## config.mk

```make
export PLATFORM = sky130hd
export DESIGN_NAME = fm_mod
export DESIGN_NICKNAME = d
export VERILOG_FILES = /design/src/rtl/fm_pkg.sv /design/src/rtl/sine_qlut.sv /design/src/rtl/fm_mod.sv
export SDC_FILE = /design/constraint.sdc
export NUM_CORES = 1
export LEC_CHECK = 0
export ABC_CLOCK_PERIOD_IN_PS = 16100
export CAP_MARGIN = 20
export CORE_MARGIN = 1.5
export CORE_UTILIZATION = 65
export DETAILED_ROUTE_END_ITERATION = 12
export PLACE_DENSITY_LB_ADDON = 0.2
export SLEW_MARGIN = 10
export SYNTH_ARGS = -nofsm -noshare
export SYNTH_HDL_FRONTEND = slang
export SYNTH_SLANG_ARGS = --single-unit
```

## constraint.sdc

```tcl
create_clock -name clk_32m -period 16.1 [get_ports clk_32m]
set_clock_uncertainty 0.1 [all_clocks]
set_input_delay 3.22 -clock clk_32m [delete_from_list [all_inputs] [get_ports clk_32m]]
set_output_delay 3.22 -clock clk_32m [all_outputs]
set_load 0.005 [all_outputs]
```

## src/rtl/fm_pkg.sv

```systemverilog
// fm_pkg: shared widths, constants, config record and quarter-sine table generator for the FM modulator
package fm_pkg;

    localparam int PHASE_W     = 32;
    localparam int DATA_W      = 10;
    localparam int KF_W        = 16;
    localparam int LUT_AW      = 8;
    localparam int MAG_W       = DATA_W - 1;
    localparam int DEV_W       = DATA_W + KF_W + 1;
    localparam int MID_SCALE   = 512;
    localparam int DDS_LATENCY = 7;

    typedef struct packed {
        logic [PHASE_W-1:0] fc;
        logic [KF_W-1:0]    kf;
        logic [PHASE_W-1:0] tone;
    } cfg_t;

    // round(511*sin(pi/2*(i+0.5)/256)) using a Q30 Taylor series so the table folds at elaboration
    function automatic logic [MAG_W-1:0] qsin(input int i);
        longint x, x2, t, s;
        x  = (64'sd3373259426 * longint'(2 * i + 1)) / 1024;
        x2 = (x * x) >>> 30;
        t  = x;
        s  = x;
        for (int k = 1; k <= 8; k++) begin
            t = -((t * x2) >>> 30) / longint'((2 * k) * (2 * k + 1));
            s = s + t;
        end
        return MAG_W'((s * 511 + (64'sd1 <<< 29)) >>> 30);
    endfunction

endpackage

```

## src/rtl/sine_qlut.sv

```systemverilog
// sine_qlut: quarter-wave sine magnitude ROM with a registered read port
module sine_qlut
    import fm_pkg::*;
(
    input  logic              clk,
    input  logic              rst_n,
    input  logic [LUT_AW-1:0] addr,
    output logic [MAG_W-1:0]  mag
);

    logic [MAG_W-1:0] rom [2**LUT_AW];

    for (genvar i = 0; i < 2**LUT_AW; i++) begin : g_rom
        localparam logic [MAG_W-1:0] V = qsin(i);
        assign rom[i] = V;
    end

    // one-cycle synchronous table read
    always_ff @(posedge clk or negedge rst_n)
        if (!rst_n) mag <= '0;
        else        mag <= rom[addr];

endmodule

```

## src/rtl/fm_mod.sv

```systemverilog
// fm_mod: DDS FM modulator with double-buffered config applied at carrier phase wraps
module fm_mod
    import fm_pkg::*;
(
    input  logic               clk_32m,
    input  logic               rst_n,
    input  logic [DATA_W-1:0]  mod_in,
    input  logic               mode,
    input  logic [PHASE_W-1:0] fc_word,
    input  logic [KF_W-1:0]    kf,
    input  logic [PHASE_W-1:0] tone_word,
    input  logic               cfg_load,
    output logic               cfg_ack,
    output logic [DATA_W-1:0]  dac_data,
    output logic               dac_valid,
    output logic               phase_wrap
);

    cfg_t                      pend, act;
    logic                      pend_flag, apply;
    logic [PHASE_W-1:0]        tone_acc;
    logic [DATA_W-1:0]         tri_val, sample;
    logic signed [DATA_W:0]    s_q;
    logic signed [DEV_W-1:0]   dev_q, prod;
    logic [PHASE_W-1:0]        inc_q, acc_q;
    logic [PHASE_W:0]          sum;
    logic [1:0]                q4, q5;
    logic [LUT_AW-1:0]         idx4;
    logic [MAG_W-1:0]          mag;
    logic [DDS_LATENCY-1:0]    fill;

    // an active carrier of zero never wraps, so pending settings are taken at once in that case
    assign apply   = pend_flag && (phase_wrap || act.fc == '0);
    assign tri_val = tone_acc[PHASE_W-1] ? ~tone_acc[PHASE_W-2 -: DATA_W] : tone_acc[PHASE_W-2 -: DATA_W];
    assign sample  = mode ? tri_val : mod_in;
    assign prod    = DEV_W'(s_q) * DEV_W'($signed({1'b0, act.kf}));
    assign sum     = {1'b0, acc_q} + {1'b0, inc_q};
    assign dac_valid = fill[DDS_LATENCY-1];

    // pending/active config double buffer and acknowledge pulse
    always_ff @(posedge clk_32m or negedge rst_n)
        if (!rst_n) begin
            pend      <= '0;
            act       <= '0;
            pend_flag <= 1'b0;
            cfg_ack   <= 1'b0;
        end else begin
            if (cfg_load) pend <= '{fc: fc_word, kf: kf, tone: tone_word};
            if (apply) act <= pend;
            pend_flag <= cfg_load || (pend_flag && !apply);
            cfg_ack   <= apply;
        end

    // internal triangle test-tone phase accumulator
    always_ff @(posedge clk_32m or negedge rst_n)
        if (!rst_n) tone_acc <= '0;
        else        tone_acc <= tone_acc + act.tone;

    // seven-stage modulation, phase accumulation and sine reconstruction pipeline
    always_ff @(posedge clk_32m or negedge rst_n)
        if (!rst_n) begin
            s_q        <= '0;
            dev_q      <= '0;
            inc_q      <= '0;
            acc_q      <= '0;
            phase_wrap <= 1'b0;
            q4         <= '0;
            idx4       <= '0;
            q5         <= '0;
            dac_data   <= DATA_W'(MID_SCALE);
        end else begin
            s_q        <= {1'b0, sample} - (DATA_W+1)'(MID_SCALE);
            dev_q      <= prod;
            inc_q      <= act.fc + {{(PHASE_W-DEV_W){dev_q[DEV_W-1]}}, dev_q};
            acc_q      <= sum[PHASE_W-1:0];
            phase_wrap <= sum[PHASE_W];
            q4         <= acc_q[PHASE_W-1 -: 2];
            idx4       <= acc_q[PHASE_W-2] ? ~acc_q[PHASE_W-3 -: LUT_AW] : acc_q[PHASE_W-3 -: LUT_AW];
            q5         <= q4;
            dac_data   <= q5[1] ? DATA_W'(MID_SCALE) - {1'b0, mag} : DATA_W'(MID_SCALE) + {1'b0, mag};
        end

    // output-valid fill tracker, one bit per pipeline stage
    always_ff @(posedge clk_32m or negedge rst_n)
        if (!rst_n) fill <= '0;
        else        fill <= {fill[DDS_LATENCY-2:0], 1'b1};

    sine_qlut u_lut (
        .clk   (clk_32m),
        .rst_n (rst_n),
        .addr  (idx4),
        .mag   (mag)
    );

endmodule

```

==> flow_summary.json <==
{
  "post_drt_via_cell_ratio": 5.99,
  "synth_top_cell_area_share_pct": 35.0,
  "min-delay-start": "fill[2]$_DFF_PN0_",
  "tns_ps": 0,
  "io_pins": 107,
  "die_h_um": 194,
  "cp_data_arrival_time_ps": 6490,
  "drt_iter0_markers": 1577,
  "globalplace.congestion": 0.929,
  "start_util_pct": 66.3,
  "design.core.area_um2": 35700,
  "postRouteAntennaNets": 0,
  "crit_path_start_kind": "register",
  "overflow": 0,
  "cts_tree": "yes",
  "ys_seq_area_share_pct": 35.1,
  "synth_edf_count": 0,
  "holdBufCountCts": 0,
  "synthTopCellsByArea": "dfrtp_1, fa_1, ha_1, nand2_1, mux2_2",
  "holdPathEnd": "fill[3]$_DFF_PN0_",
  "via_count": 18300,
  "finalNonFillerCells": 3061,
  "status": "complete, but fails checks",
  "antenna_found_initial": 0,
  "yosys_most_used_dff": "dfrtp_1",
  "max_cap_violations": 0,
  "cts-root-buf": "clkbuf_16",
  "hp-class": "register to register",
  "cts_sinks": 332,
  "netlist_top_cells_count": "nand2_1, dfrtp_1, inv_1, ha_1, a21oi_1",
  "dp.cells": 2997,
  "grt_pass1_vias": 18700,
  "r2r_slack_ps": 9990,
  "worstMarginPinSlew_ps": 1100,
  "path_max_fanout": 23,
  "ys_async_sr_fraction_pct": 100,
  "grt_pass1_wl_um": 92900,
  "hold_viol_final": 0,
  "r2r_end": "dev_q[24]$_DFF_PN0_",
  "r2r-start": "s_q[9]$_DFF_PN0_",
  "cts_max_level": 2,
  "cts_resized": 0,
  "die_width_um": 194,
  "drc": 2,
  "grtUsageTotal_pct": 30.2,
  "clk_latency_ps": 570,
  "routed_wl_um": 55400,
  "finalCritPeriodShare_pct": 37.9,
  "synth_most_common_cell": "nand2_1",
  "synth_cells": 2548,
  "ys_ff_latch": 332,
  "slew_headroom_pct": 26.8,
  "wl_per_cell_um": 18.1,
  "cp.required_ps": 16480,
  "syn_area_um2": 23700,
  "post_cts_buffers": 0,
  "grt_setup_unrepaired": "no",
  "fill_cells": 2565,
  "finalMaxSlewViolations": 0,
  "port_buffers": 106,
  "dr.pass1.iters": 10,
  "finalSetupViolations": 0,
  "yosysWarnings": 0,
  "violations": "design-rule violations",
  "fmaxAchievable_mhz": 164,
  "avgSynthCellArea_um2": 9.28,
  "setup_slack_ps": 9990,
  "clockBufferDepth": 3,
  "cts_buffers": 37,
  "synth.distinct_cells": 75,
  "drive_gt1_share_pct": 6.62,
  "area_growth_pct": 10.2,
  "yosys.area.top_type": "dfrtp_1",
  "syn-num-nets": 2955,
  "reg2reg_depth": 17,
  "pre_cts_ws_ps": 10160,
  "cp-end-kind": "register",
  "hold_path_depth": 0,
  "dieArea_um2": 37500,
  "grt_max_degree": 115,
  "min_period_ps": 6110,
  "fin_util_pct": 73.1,
  "row_count": 69,
  "final_nets": 2982,
  "dp_hpwl_um": 39800,
  "clkSlewWorstSetupHoldPaths_ps": 70,
  "crit_type": "register to register"
}
[cell families (layout without fill, tap and decap cells)]
| group | count (synthesis) | count (layout) | synth area share [%] |
|---|---|---|---|
| compound gates | 503 | 503 | 13.6 |
| xor+xnor | 134 | 134 | 4.96 |
| fa+ha+maj | 313 | 313 | 20.6 |
| buf+inv | 333 | 384 | 5.32 |
| flops | 332 | 332 | 35.1 |
| mux | 86 | 86 | 4.27 |
| other cells | 1 | 2 | 0.0159 |
| simple gates | 846 | 846 | 16.1 |
[registers in the layout (all words and copies together) (netlist names)]
register	cells
q4	1
pend_flag	1
dac_data	10
tone_acc	32
pend	80
inc_q	32
dev_q	27
act	80
q5	1
fill	7
idx4	8
cfg_ack	1
u_lut.mag	9
s_q	10
phase_wrap	1
acc_q	32
[how the worst max path moves through the flow]
stage,start,slack (ps),cells after the start,to
after floorplan,s_q[2]$_DFF_PN0_,10800,19,dev_q[24]$_DFF_PN0_
after global placement,s_q[9]$_DFF_PN0_,10440,17,dev_q[24]$_DFF_PN0_
after detailed placement,s_q[9]$_DFF_PN0_,10160,17,dev_q[24]$_DFF_PN0_
after CTS,s_q[9]$_DFF_PN0_,10100,17,dev_q[24]$_DFF_PN0_
after global routing,s_q[9]$_DFF_PN0_,9750,17,dev_q[26]$_DFF_PN0_
final,s_q[9]$_DFF_PN0_,9990,17,dev_q[24]$_DFF_PN0_
[cell type report]
class | instances | area, um2 | share of cell area, %
multi-input combinational | 1883 | 14100 | 54.0
sequential | 332 | 8310 | 31.9
timing repair buffer | 115 | 1130 | 4.34
clock buffer | 54 | 1090 | 4.18
inverter | 206 | 773 | 2.96
tap | 461 | 577 | 2.21
clock inverter | 9 | 103 | 0.393
antenna | 1 | 2.50 | 0.00960
[cell usage in the layout, fill, tap and decap left out, types with 80 or more instances in the layout]
cell,n
ha_1,184
fa_1,129
and2_1,91
inv_1,201
dfrtp_1,328
xnor2_1,85
nand2_1,438
clkdlybuf4s50_1,104
a21oi_1,161
mux2_2,80
nor2_1,139
[metrics by stage]
stage,hold slack (ps),area (um2)
floorplan,231,23700
global placement,234,24900
detailed placement,236,24900
CTS,244,26100
global route,243,26100
finish,242,26100
[critical path, stage by stage (launching register included)]
cell and delay [ps]:
dfrtp_1 790, inv_1 400, nor2_1 210, fa_1 460, fa_1 530, fa_1 450
fa_1 500, inv_1 50, fa_1 470, inv_1 40, ha_1 330, a21oi_1 220
o21ai_0 130, a211oi_1 610, o31a_1 280, o21bai_1 100, a21oi_1 200, xnor2_1 130
[routing by layer]
metal	track usage [%]	share of wire, %	vias up
met4	11.0	3.0	0
met3	4.73	6.1	110
met1	39.7	42	8952
met2	51.1	49	661
li1	-	-	8623
met5	0	0	-
Power is not shown: default switching activity piles up to over one toggle a cycle in this logic, so the estimate is an artifact.
